File: config.mk
export PLATFORM = sky130hd
export DESIGN_NAME = matrix_storage_writer
export DESIGN_NICKNAME = d
export VERILOG_FILES = /design/src/rtl/matrix_storage_writer.sv
export SDC_FILE = /design/constraint.sdc
export NUM_CORES = 1
export LEC_CHECK = 0
export ABC_AREA = 1
export CORE_ASPECT_RATIO = 0.7
export CORE_MARGIN = 5
export CORE_UTILIZATION = 53
export DETAILED_ROUTE_END_ITERATION = 10
export GPL_TIMING_DRIVEN = 1
export PLACE_DENSITY = 0.75
export SLEW_MARGIN = 20
export SYNTH_ARGS = -nofsm -noshare
export SYNTH_HDL_FRONTEND = slang
export SYNTH_SLANG_ARGS = --single-unit
File: constraint.sdc
create_clock -name clk -period 8.2 [get_ports clk]
set_input_delay 2.05 -clock clk [delete_from_list [all_inputs] [get_ports clk]]
set_output_delay 2.05 -clock clk [all_outputs]
set_load 0.1 [all_outputs]
File: src/rtl/matrix_storage_writer.sv
`default_nettype none
// ============================================================================
// Module      : matrix_storage_writer
// Description : Lays one matrix per request into a fixed-size slot of the
//               storage RAM: two name words, row-major data, then the header
//               word last so a slot only reads as occupied once complete.
// Revision    : 1.0 - initial release
// ============================================================================
module matrix_storage_writer #(
    parameter int BLOCK_SIZE = 1152,
    parameter int DATA_WIDTH = 32,
    parameter int ADDR_WIDTH = 14
) (
    input  logic                  clk,
    input  logic                  rst_n,
    // request side
    input  logic                  write_request,
    output logic                  write_ready,
    input  logic [2:0]            matrix_id,
    input  logic [7:0]            actual_rows,
    input  logic [7:0]            actual_cols,
    input  logic [0:7][7:0]       matrix_name,
    // element stream
    input  logic [DATA_WIDTH-1:0] data_in,
    input  logic                  data_valid,
    output logic                  writer_ready,
    // status pulses
    output logic                  write_done,
    output logic                  error,
    // storage RAM write port
    output logic                  ram_wr_en,
    output logic [ADDR_WIDTH-1:0] ram_wr_addr,
    output logic [DATA_WIDTH-1:0] ram_wr_data
);

    // Slot geometry: header at +0, name words at +1/+2, data from +3.
    localparam logic [ADDR_WIDTH-1:0] c_BLOCK_ADDR = ADDR_WIDTH'(BLOCK_SIZE);
    localparam logic [ADDR_WIDTH-1:0] c_NAME1_OFS  = ADDR_WIDTH'(1);
    localparam logic [ADDR_WIDTH-1:0] c_NAME2_OFS  = ADDR_WIDTH'(2);
    localparam logic [ADDR_WIDTH-1:0] c_DATA_OFS   = ADDR_WIDTH'(3);
    localparam logic [16:0]           c_BLOCK_LIM  = 17'(BLOCK_SIZE);

    typedef enum logic [2:0] {
        S_RST_WAIT = 3'd0,
        S_IDLE     = 3'd1,
        S_NAME1    = 3'd2,
        S_NAME2    = 3'd3,
        S_DATA     = 3'd4,
        S_HDR      = 3'd5,
        S_DONE     = 3'd6,
        S_ERR      = 3'd7
    } state_t;

    // ------------------------------------------------------------------
    // State and latched request context
    // ------------------------------------------------------------------
    state_t                  state_q,  state_d;
    logic [ADDR_WIDTH-1:0]   base_q,   base_d;
    logic [7:0]              rows_q,   rows_d;
    logic [7:0]              cols_q,   cols_d;
    logic [0:7][7:0]         name_q,   name_d;
    logic [15:0]             total_q,  total_d;
    logic [15:0]             idx_q,    idx_d;

    // Registered Moore outputs (computed from the next state)
    logic                    write_ready_q,  write_ready_d;
    logic                    writer_ready_q, writer_ready_d;
    logic                    write_done_q,   write_done_d;
    logic                    error_q,        error_d;
    logic                    reg_wr_en_q,    reg_wr_en_d;
    logic [ADDR_WIDTH-1:0]   reg_wr_addr_q,  reg_wr_addr_d;
    logic [DATA_WIDTH-1:0]   reg_wr_data_q,  reg_wr_data_d;

    // Request decode
    logic [15:0]             w_req_total;
    logic [ADDR_WIDTH-1:0]   w_req_base;
    logic                    w_dims_ok;
    logic                    w_last_elem;

    assign w_req_total = {8'h00, actual_rows} * {8'h00, actual_cols};
    assign w_req_base  = ADDR_WIDTH'(matrix_id) * c_BLOCK_ADDR;
    // Three words of every slot are metadata, so the data must leave room.
    assign w_dims_ok   = (actual_rows != 8'd0) && (actual_cols != 8'd0) &&
                         (({1'b0, w_req_total} + 17'd3) <= c_BLOCK_LIM);
    assign w_last_elem = (idx_q == (total_q - 16'd1));

    // Next-state, context latch and next registered-output computation
    always_comb begin
        state_d  = state_q;
        base_d   = base_q;
        rows_d   = rows_q;
        cols_d   = cols_q;
        name_d   = name_q;
        total_d  = total_q;
        idx_d    = idx_q;

        case (state_q)
            S_RST_WAIT: state_d = S_IDLE;
            S_IDLE: begin
                if (write_request) begin
                    if (w_dims_ok) begin
                        state_d = S_NAME1;
                        base_d  = w_req_base;
                        rows_d  = actual_rows;
                        cols_d  = actual_cols;
                        name_d  = matrix_name;
                        total_d = w_req_total;
                        idx_d   = 16'd0;
                    end else begin
                        state_d = S_ERR;
                    end
                end
            end
            S_NAME1: state_d = S_NAME2;
            S_NAME2: state_d = S_DATA;
            S_DATA: begin
                if (data_valid) begin
                    idx_d = idx_q + 16'd1;
                    if (w_last_elem) begin
                        state_d = S_HDR;
                    end
                end
            end
            S_HDR:   state_d = S_DONE;
            S_DONE:  state_d = S_IDLE;
            S_ERR:   state_d = S_IDLE;
            default: state_d = S_RST_WAIT;
        endcase

        write_ready_d  = (state_d == S_IDLE);
        writer_ready_d = (state_d == S_DATA);
        write_done_d   = (state_d == S_DONE);
        error_d        = (state_d == S_ERR);

        reg_wr_en_d    = 1'b0;
        reg_wr_addr_d  = '0;
        reg_wr_data_d  = '0;
        case (state_d)
            S_NAME1: begin
                reg_wr_en_d   = 1'b1;
                reg_wr_addr_d = base_d + c_NAME1_OFS;
                reg_wr_data_d = DATA_WIDTH'({name_d[0], name_d[1], name_d[2], name_d[3]});
            end
            S_NAME2: begin
                reg_wr_en_d   = 1'b1;
                reg_wr_addr_d = base_d + c_NAME2_OFS;
                reg_wr_data_d = DATA_WIDTH'({name_d[4], name_d[5], name_d[6], name_d[7]});
            end
            S_HDR: begin
                reg_wr_en_d   = 1'b1;
                reg_wr_addr_d = base_d;
                reg_wr_data_d = DATA_WIDTH'({rows_d, cols_d});
            end
            default: begin
                reg_wr_en_d   = 1'b0;
            end
        endcase
    end

    // FSM register with registered outputs; reset aborts any write in flight
    always_ff @(posedge clk or negedge rst_n) begin
        if (!rst_n) begin
            state_q        <= S_RST_WAIT;
            base_q         <= '0;
            rows_q         <= '0;
            cols_q         <= '0;
            name_q         <= '0;
            total_q        <= '0;
            idx_q          <= '0;
            write_ready_q  <= 1'b0;
            writer_ready_q <= 1'b0;
            write_done_q   <= 1'b0;
            error_q        <= 1'b0;
            reg_wr_en_q    <= 1'b0;
            reg_wr_addr_q  <= '0;
            reg_wr_data_q  <= '0;
        end else begin
            state_q        <= state_d;
            base_q         <= base_d;
            rows_q         <= rows_d;
            cols_q         <= cols_d;
            name_q         <= name_d;
            total_q        <= total_d;
            idx_q          <= idx_d;
            write_ready_q  <= write_ready_d;
            writer_ready_q <= writer_ready_d;
            write_done_q   <= write_done_d;
            error_q        <= error_d;
            reg_wr_en_q    <= reg_wr_en_d;
            reg_wr_addr_q  <= reg_wr_addr_d;
            reg_wr_data_q  <= reg_wr_data_d;
        end
    end

    // RAM port: element writes pass straight through while in DATA so an
    // element costs no extra cycle; all other writes come from registers.
    always_comb begin
        if (state_q == S_DATA) begin
            ram_wr_en   = data_valid;
            ram_wr_addr = base_q + c_DATA_OFS + ADDR_WIDTH'(idx_q);
            ram_wr_data = data_in;
        end else begin
            ram_wr_en   = reg_wr_en_q;
            ram_wr_addr = reg_wr_addr_q;
            ram_wr_data = reg_wr_data_q;
        end
    end

    assign write_ready  = write_ready_q;
    assign writer_ready = writer_ready_q;
    assign write_done   = write_done_q;
    assign error        = error_q;

endmodule
`default_nettype wire

==> impl_metrics.py, run 1 <==
metrics = {
    "critical_path": {
        "crit_arrival_ns": 7.85,
        "r2r-end": "reg_wr_addr_q[8]",
        "crit_top_cell": "nand2_1",
        "regToRegSetupSlack_ns": 4.20,
        "slowest_delay_ns": 0.69,
        "timing.rr.start": "state_q[1]",
        "reg2regPathDepth": 17,
        "crit_slowest_cell": "clkdlybuf4s50_1",
        "crit_required_ns": 8.55,
        "criticalPathCategory": "in2reg",
        "cp_max_fo": 9,
        "critPathLaunchType": "input pin",
        "crit_path_start": "actual_rows[4]",
        "cp-end-kind": "flop",
    },
    "final_layout": {
        "final_util_pct": 67.0,
        "final_common_cell": "nand2_1",
        "layout-drive-gt1-share_pct": 5.93,
        "multi_input_area_sq_mm": 0.00577,
        "insertedDiodeCount": 0,
        "fillers": 1750,
        "area_growth_pct": 23.4,
        "final-seq-area_sq_mm": 0.00383,
        "fin_nets": 1862,
        "final_cell_mix": "nand2_1 (541), inv_1 (247), clkdlybuf4s50_1 (168)",
        "postLayoutCellArea_sq_mm": 0.0133,
    },
    "placed_design": {
        "gp_congestion": 0.916,
        "io_buffers": 169,
        "hpwl_um": 23200,
        "post_dp_cell_area_sq_mm": 0.0127,
        "pre_cts_ws_ns": 0.296,
    },
    "status": {
        "outcome": "finished, final reports clean",
    },
    "clock_tree": {
        "postCtsSetupBuffers": 0,
        "postCtsHoldBufs": 0,
        "worstSkewPairLatency_ns": 0.43,
        "cts_resized": 0,
        "cts_tree": "done",
        "cts_sinks": 153,
        "cts.path.max_buffers": 2,
        "path_clk_slew_ns": 0.06,
        "htreeDepth": 4,
        "cts_buffers": 17,
        "cts-root-buf": "clkbuf_16",
    },
    "yosys": {
        "synth_cells": 1490,
        "ys_types": 47,
        "yosys-top-cells-area": "dfrtp_1 (35%), nand2_1 (19%), inv_1 (8.6%)",
        "synth_top_area_cell": "dfrtp_1",
        "syn_nets": 1711,
        "synth_top_area_share_pct": 35.5,
        "synth_edf_count": 0,
        "synth_warnings": 0,
        "synthArstFlopShare_pct": 100,
        "ys_ff_latch": 153,
        "synth_area_sq_mm": 0.0108,
        "syn_avg_cell_area_sq_um": 7.25,
        "ys_seq_area_share_pct": 35.5,
        "synthFlopType": "dfrtp_1",
    },
    "power_and_ir_drop": {
        "vdd_drop_max_mv": 0.165,
        "p_int_w": 0.00211,
        "p_comb_share_pct": 57.9,
        "netSwitchingFraction_pct": 51.6,
        "p_leak_nw": 7.31,
        "power.switching_w": 0.00225,
        "power.density_mw_per_mm2": 327,
        "clockPowerShare_pct": 17.1,
        "seq_power_share_pct": 25.0,
    },
    "sta": {
        "hold_violations": 0,
        "drv_slew": 0,
        "fmax_mhz": 133,
        "setup_slack_ns": 0.704,
        "finalCritPeriodShare_pct": 91.4,
        "finalSetupViolations": 0,
        "fin_setup_tns_ns": 0,
        "fin_crit_ns": 7.50,
        "holdWs_ns": 0.476,
        "relSlewSlack_pct": 26.0,
        "skew_ns": 0.0193,
        "worst_pin_slew_ns": 1.11,
        "rsz0062_at_grt": "false",
    },
    "global_route": {
        "grt_max_degree": 107,
        "grt_overflow": 0,
        "grt_pass1_vias": 9656,
        "grt_use_total_pct": 26.0,
        "grt_pass1_wl_um": 49000,
        "antenna_found_initial": 0,
    },
    "routing": {
        "viasPerCell": 5.12,
        "drc_errors": 0,
        "drtPass1Iterations": 5,
        "postRouteAntennaNets": 0,
        "drtIter0Drc": 750,
        "vias": 9842,
        "wl_um": 30200,
        "wl_per_cell_um": 15.7,
    },
    "min_path": {
        "hp-class": "reg2reg",
        "hold_end": "name_q[14]",
        "hp-start": "name_q[14]",
        "hold-path-cell-count": 2,
    },
    "die": {
        "dieArea_sq_mm": 0.0234,
        "fp.dieH_um": 129,
        "pin_count": 170,
        "placementRows": 43,
        "start_util_pct": 54.2,
        "die_w_um": 181,
        "coreArea_sq_mm": 0.0199,
    },
    "run": {
        "cap_viol_max_count": 0,
    },
}
per-stage QoR:
step,power (W),std cells
2_1_floorplan,0.00295,1490
3_3_place_gp,0.00356,1891
3_5_place_dp,0.00359,1891
4_1_cts,0.00436,1923
5_1_grt,0.00467,1924
6_report,0.00436,1924
how the worst max path moves through the flow:
stage                             end  slack [ns]  depth (start not counted)
floorplan           reg_wr_addr_q[11]        1.00                         30
global placement    reg_wr_addr_q[13]        0.47                         30
detailed placement   reg_wr_addr_q[2]        0.30                         26
CTS                 reg_wr_addr_q[11]        0.74                         29
global route         reg_wr_addr_q[9]        0.26                         29
finish              reg_wr_addr_q[11]        0.70                         29
Yosys cell counts, types with 15 or more instances:
cell and n:
nand2_1 542, inv_1 247, dfrtp_1 153, nor2_1 79, ha_1 65, o21ai_0 65
nand3_1 54, fa_1 37, a21oi_1 35, clkbuf_1 32, buf_2 20, xor2_1 17
nand4_1 15
state kept, by name (all words and copies together) (netlist names):
register and flops:
state_q 3, base_q 14, writer_ready 1, total_q 16, write_done 1, idx_q 16, reg_wr_data_q 32, error 1
cols_q 8, reg_wr_en_q 1, name_q 37, write_ready 1, rows_q 8, reg_wr_addr_q 14
final cells by class:
cell class	count	area share [%]
Clock inverter	14	0.986
Timing Repair Buffer	189	14.1
Multi-Input combinational cell	1026	43.3
Inverter	254	7.15
Tap cell	270	2.53
Clock buffer	18	3.22
Sequential cell	153	28.7
power by group through the flow:
stage	clock network (W)	registers (W)	logic [W]
after floorplan	0	0.00112	0.00183
after global placement	0	0.00110	0.00246
final	0.000745	0.00109	0.00252
after global routing	0.000792	0.00111	0.00276
after detailed placement	0	0.00110	0.00249
after CTS	0.000758	0.00109	0.00251
cell families (layout without fill, tap and decap cells):
| kind of cell | count (synthesis) | count (layout) | synth area share (%) |
|---|---|---|---|
| adders and majority gates | 102 | 102 | 14.4 |
| DFF | 153 | 153 | 35.5 |
| AOI/OAI and AO/OA | 141 | 141 | 7.39 |
| buffers and inverters | 311 | 475 | 11.1 |
| and+or+nand+nor | 752 | 752 | 29.1 |
| xor gates and xnor gates | 31 | 31 | 2.51 |
metal layers:
| metal | share of wire (%) | vias up | track usage (%) |
|---|---|---|---|
| met5 | 0 | - | 0 |
| met4 | 1.3 | 0 | 6.18 |
| met3 | 8.3 | 28 | 5.58 |
| met2 | 42 | 360 | 39.4 |
| met1 | 48 | 4567 | 38.7 |
| li1 | - | 4887 | - |
worst max-delay path: cells and delay by family:
| kind | cells | cell delay (ns) |
|---|---|---|
| adder cells (fa/ha/maj) | 6 | 2.73 |
| buffers and inverters | 6 | 1.02 |
| AND/OR/NAND/NOR | 15 | 1.77 |
| AO/OA/AOI/OAI | 2 | 0.26 |
(Power assumes the default switching activity.)
==> run 2: changes to the inputs <==
- CORE_UTILIZATION: 53 -> 55
- PLACE_DENSITY: 0.75 -> 0.77
==> run 2 against run 1 <==
- utilization grew 2.9 points
- power up 1.4%
- critical path depth is the same
- sequential cell count unchanged
- combinational power about the same
- non-clock buffer count fell by 4
- sequential power about the same
- first-iteration DRC count grew 14%
- worst hold slack about the same
- die area shrank 3.4%
- critical path type unchanged
- highest routed layer unchanged
==> impl_metrics.py, run 2 (synthesis results as in run 1) <==
metrics = {
    "die": {
        "die_w_um": 177,
        "dieArea_sq_mm": 0.0226,
        "pin_count": 170,
        "placementRows": 42,
        "start_util_pct": 56.6,
        "coreArea_sq_mm": 0.0191,
        "fp.dieH_um": 127,
    },
    "critical_path": {
        "reg2regPathDepth": 19,
        "r2r-end": "reg_wr_addr_q[8]",
        "cp-end-kind": "flop",
        "cp_max_fo": 9,
        "crit_required_ns": 8.57,
        "criticalPathCategory": "in2reg",
        "slowest_delay_ns": 0.74,
        "regToRegSetupSlack_ns": 4.79,
        "timing.rr.start": "total_q[0]",
        "crit_path_start": "actual_rows[4]",
        "crit_slowest_cell": "clkdlybuf4s50_1",
        "crit_top_cell": "nand2_1",
        "crit_cells": 29,
        "crit_arrival_ns": 7.82,
        "path_delay_family": "adder cells",
        "endpoint": "reg_wr_addr_q[11]",
        "critPathBufInv": 6,
        "critPathLaunchType": "input pin",
    },
    "sta": {
        "finalSetupViolations": 0,
        "setup_slack_ns": 0.742,
        "relSlewSlack_pct": 32.4,
        "skew_ns": 0.0154,
        "hold_violations": 0,
        "rsz0062_at_grt": "false",
        "fin_setup_tns_ns": 0,
        "finalCritPeriodShare_pct": 90.9,
        "drv_slew": 0,
        "worst_pin_slew_ns": 1.01,
        "fmax_mhz": 134,
        "fin_crit_ns": 7.46,
    },
    "placed_design": {
        "hpwl_um": 22600,
        "gp_congestion": 0.945,
        "io_buffers": 169,
        "dp.cells": 1882,
        "pre_cts_ws_ns": 0.331,
    },
    "routing": {
        "drtIter0Drc": 854,
        "drtPass1Iterations": 6,
        "viasPerCell": 5.13,
        "vias": 9822,
        "wl_per_cell_um": 15.8,
        "postRouteAntennaNets": 0,
        "wl_um": 30300,
        "drc_errors": 0,
    },
    "global_route": {
        "antenna_found_initial": 0,
        "grt_overflow": 0,
        "grt_use_total_pct": 27.2,
        "grt_pass1_wl_um": 48600,
        "grt_max_degree": 80,
        "grt_pass1_vias": 9467,
    },
    "clock_tree": {
        "cts-root-buf": "clkbuf_16",
        "cts_resized": 0,
        "cts.path.max_buffers": 2,
        "worstSkewPairLatency_ns": 0.44,
        "postCtsHoldBufs": 0,
        "path_clk_slew_ns": 0.07,
        "postCtsSetupBuffers": 0,
        "cts_sinks": 153,
        "htreeDepth": 4,
        "cts_buffers": 17,
        "cts_tree": "done",
    },
    "min_path": {
        "hp-class": "reg2reg",
    },
    "final_layout": {
        "regMostFlops": "name_q",
        "final_cell_mix": "nand2_1 (541), inv_1 (247), clkdlybuf4s50_1 (168)",
        "final_common_cell": "nand2_1",
        "reg.largest.list": "name_q x37, reg_wr_data_q x32",
        "area_growth_pct": 23.4,
        "insertedDiodeCount": 0,
        "layout-drive-gt1-share_pct": 5.76,
        "fin_nets": 1858,
        "largest_register_ffs": 37,
        "final_cells": 1914,
        "final_util_pct": 69.9,
        "fillers": 1559,
    },
    "power_and_ir_drop": {
        "power.density_mw_per_mm2": 332,
        "p_leak_nw": 7.31,
        "vdd_drop_max_mv": 0.194,
    },
    "run": {
        "cap_viol_max_count": 0,
    },
    "status": {
        "outcome": "finished, final reports clean",
    },
}
run 2: worst register-to-register path: cells and delay by family (launching register included):
kind                       cells  cell delay, ns
adders and majority gates      1            0.22
DFF                            1            0.44
and+or+nand+nor               11            1.41
xor gates and xnor gates       1            0.19
AOI/OAI and AO/OA              1            0.26
buffers and inverters          5            0.77
run 2: how the worst min path moves through the flow:
stage / startpoint / end / slack [ns] / cells past startpoint
finish: name_q[4] / name_q[4] / 0.48 / 2
global route: name_q[4] / name_q[4] / 0.50 / 2
CTS: name_q[36] / name_q[36] / 0.48 / 2
detailed placement: name_q[1] / name_q[1] / 0.46 / 2
global placement: name_q[17] / name_q[17] / 0.46 / 2
floorplan: name_q[0] / name_q[0] / 0.44 / 2
run 2: metrics by stage:
step / instance area (sq um) / hold slack (ns) / total power (W)
floorplan: 10800 / 0.445 / 0.00295
global placement: 12700 / 0.459 / 0.00355
detailed placement: 12700 / 0.462 / 0.00359
CTS: 13300 / 0.482 / 0.00442
global route: 13300 / 0.496 / 0.00473
finish: 13300 / 0.476 / 0.00442
run 2: final cells by class:
class | count | area (sq um) | share of cell area, %
multi-input combinational | 1026 | 5770 | 43.3
clock buffer | 17 | 425 | 3.19
sequential | 153 | 3830 | 28.7
tap | 264 | 330 | 2.48
clock inverter | 15 | 191 | 1.44
timing repair buffer | 185 | 1830 | 13.7
inverter | 254 | 953 | 7.15
run 2: report_power, final:
part           switching (W)  total (W)  internal [W]
combinational        0.00178    0.00252      0.000744
sequential          0.000131    0.00109      0.000959
clock               0.000390   0.000807      0.000417
total                0.00230    0.00442       0.00212
run 2: routing by layer:
metal  part of all wire (%)  routed length (um)  vias to the layer above  GRT usage, %
met4                    1.2                 369                        0          5.18
met2                     42               12600                      405          39.9
met5                      0                   0                        -             0
met1                     47               14400                     4504          40.4
li1                       -                   -                     4883             -
met3                    9.7                2940                       30          7.94
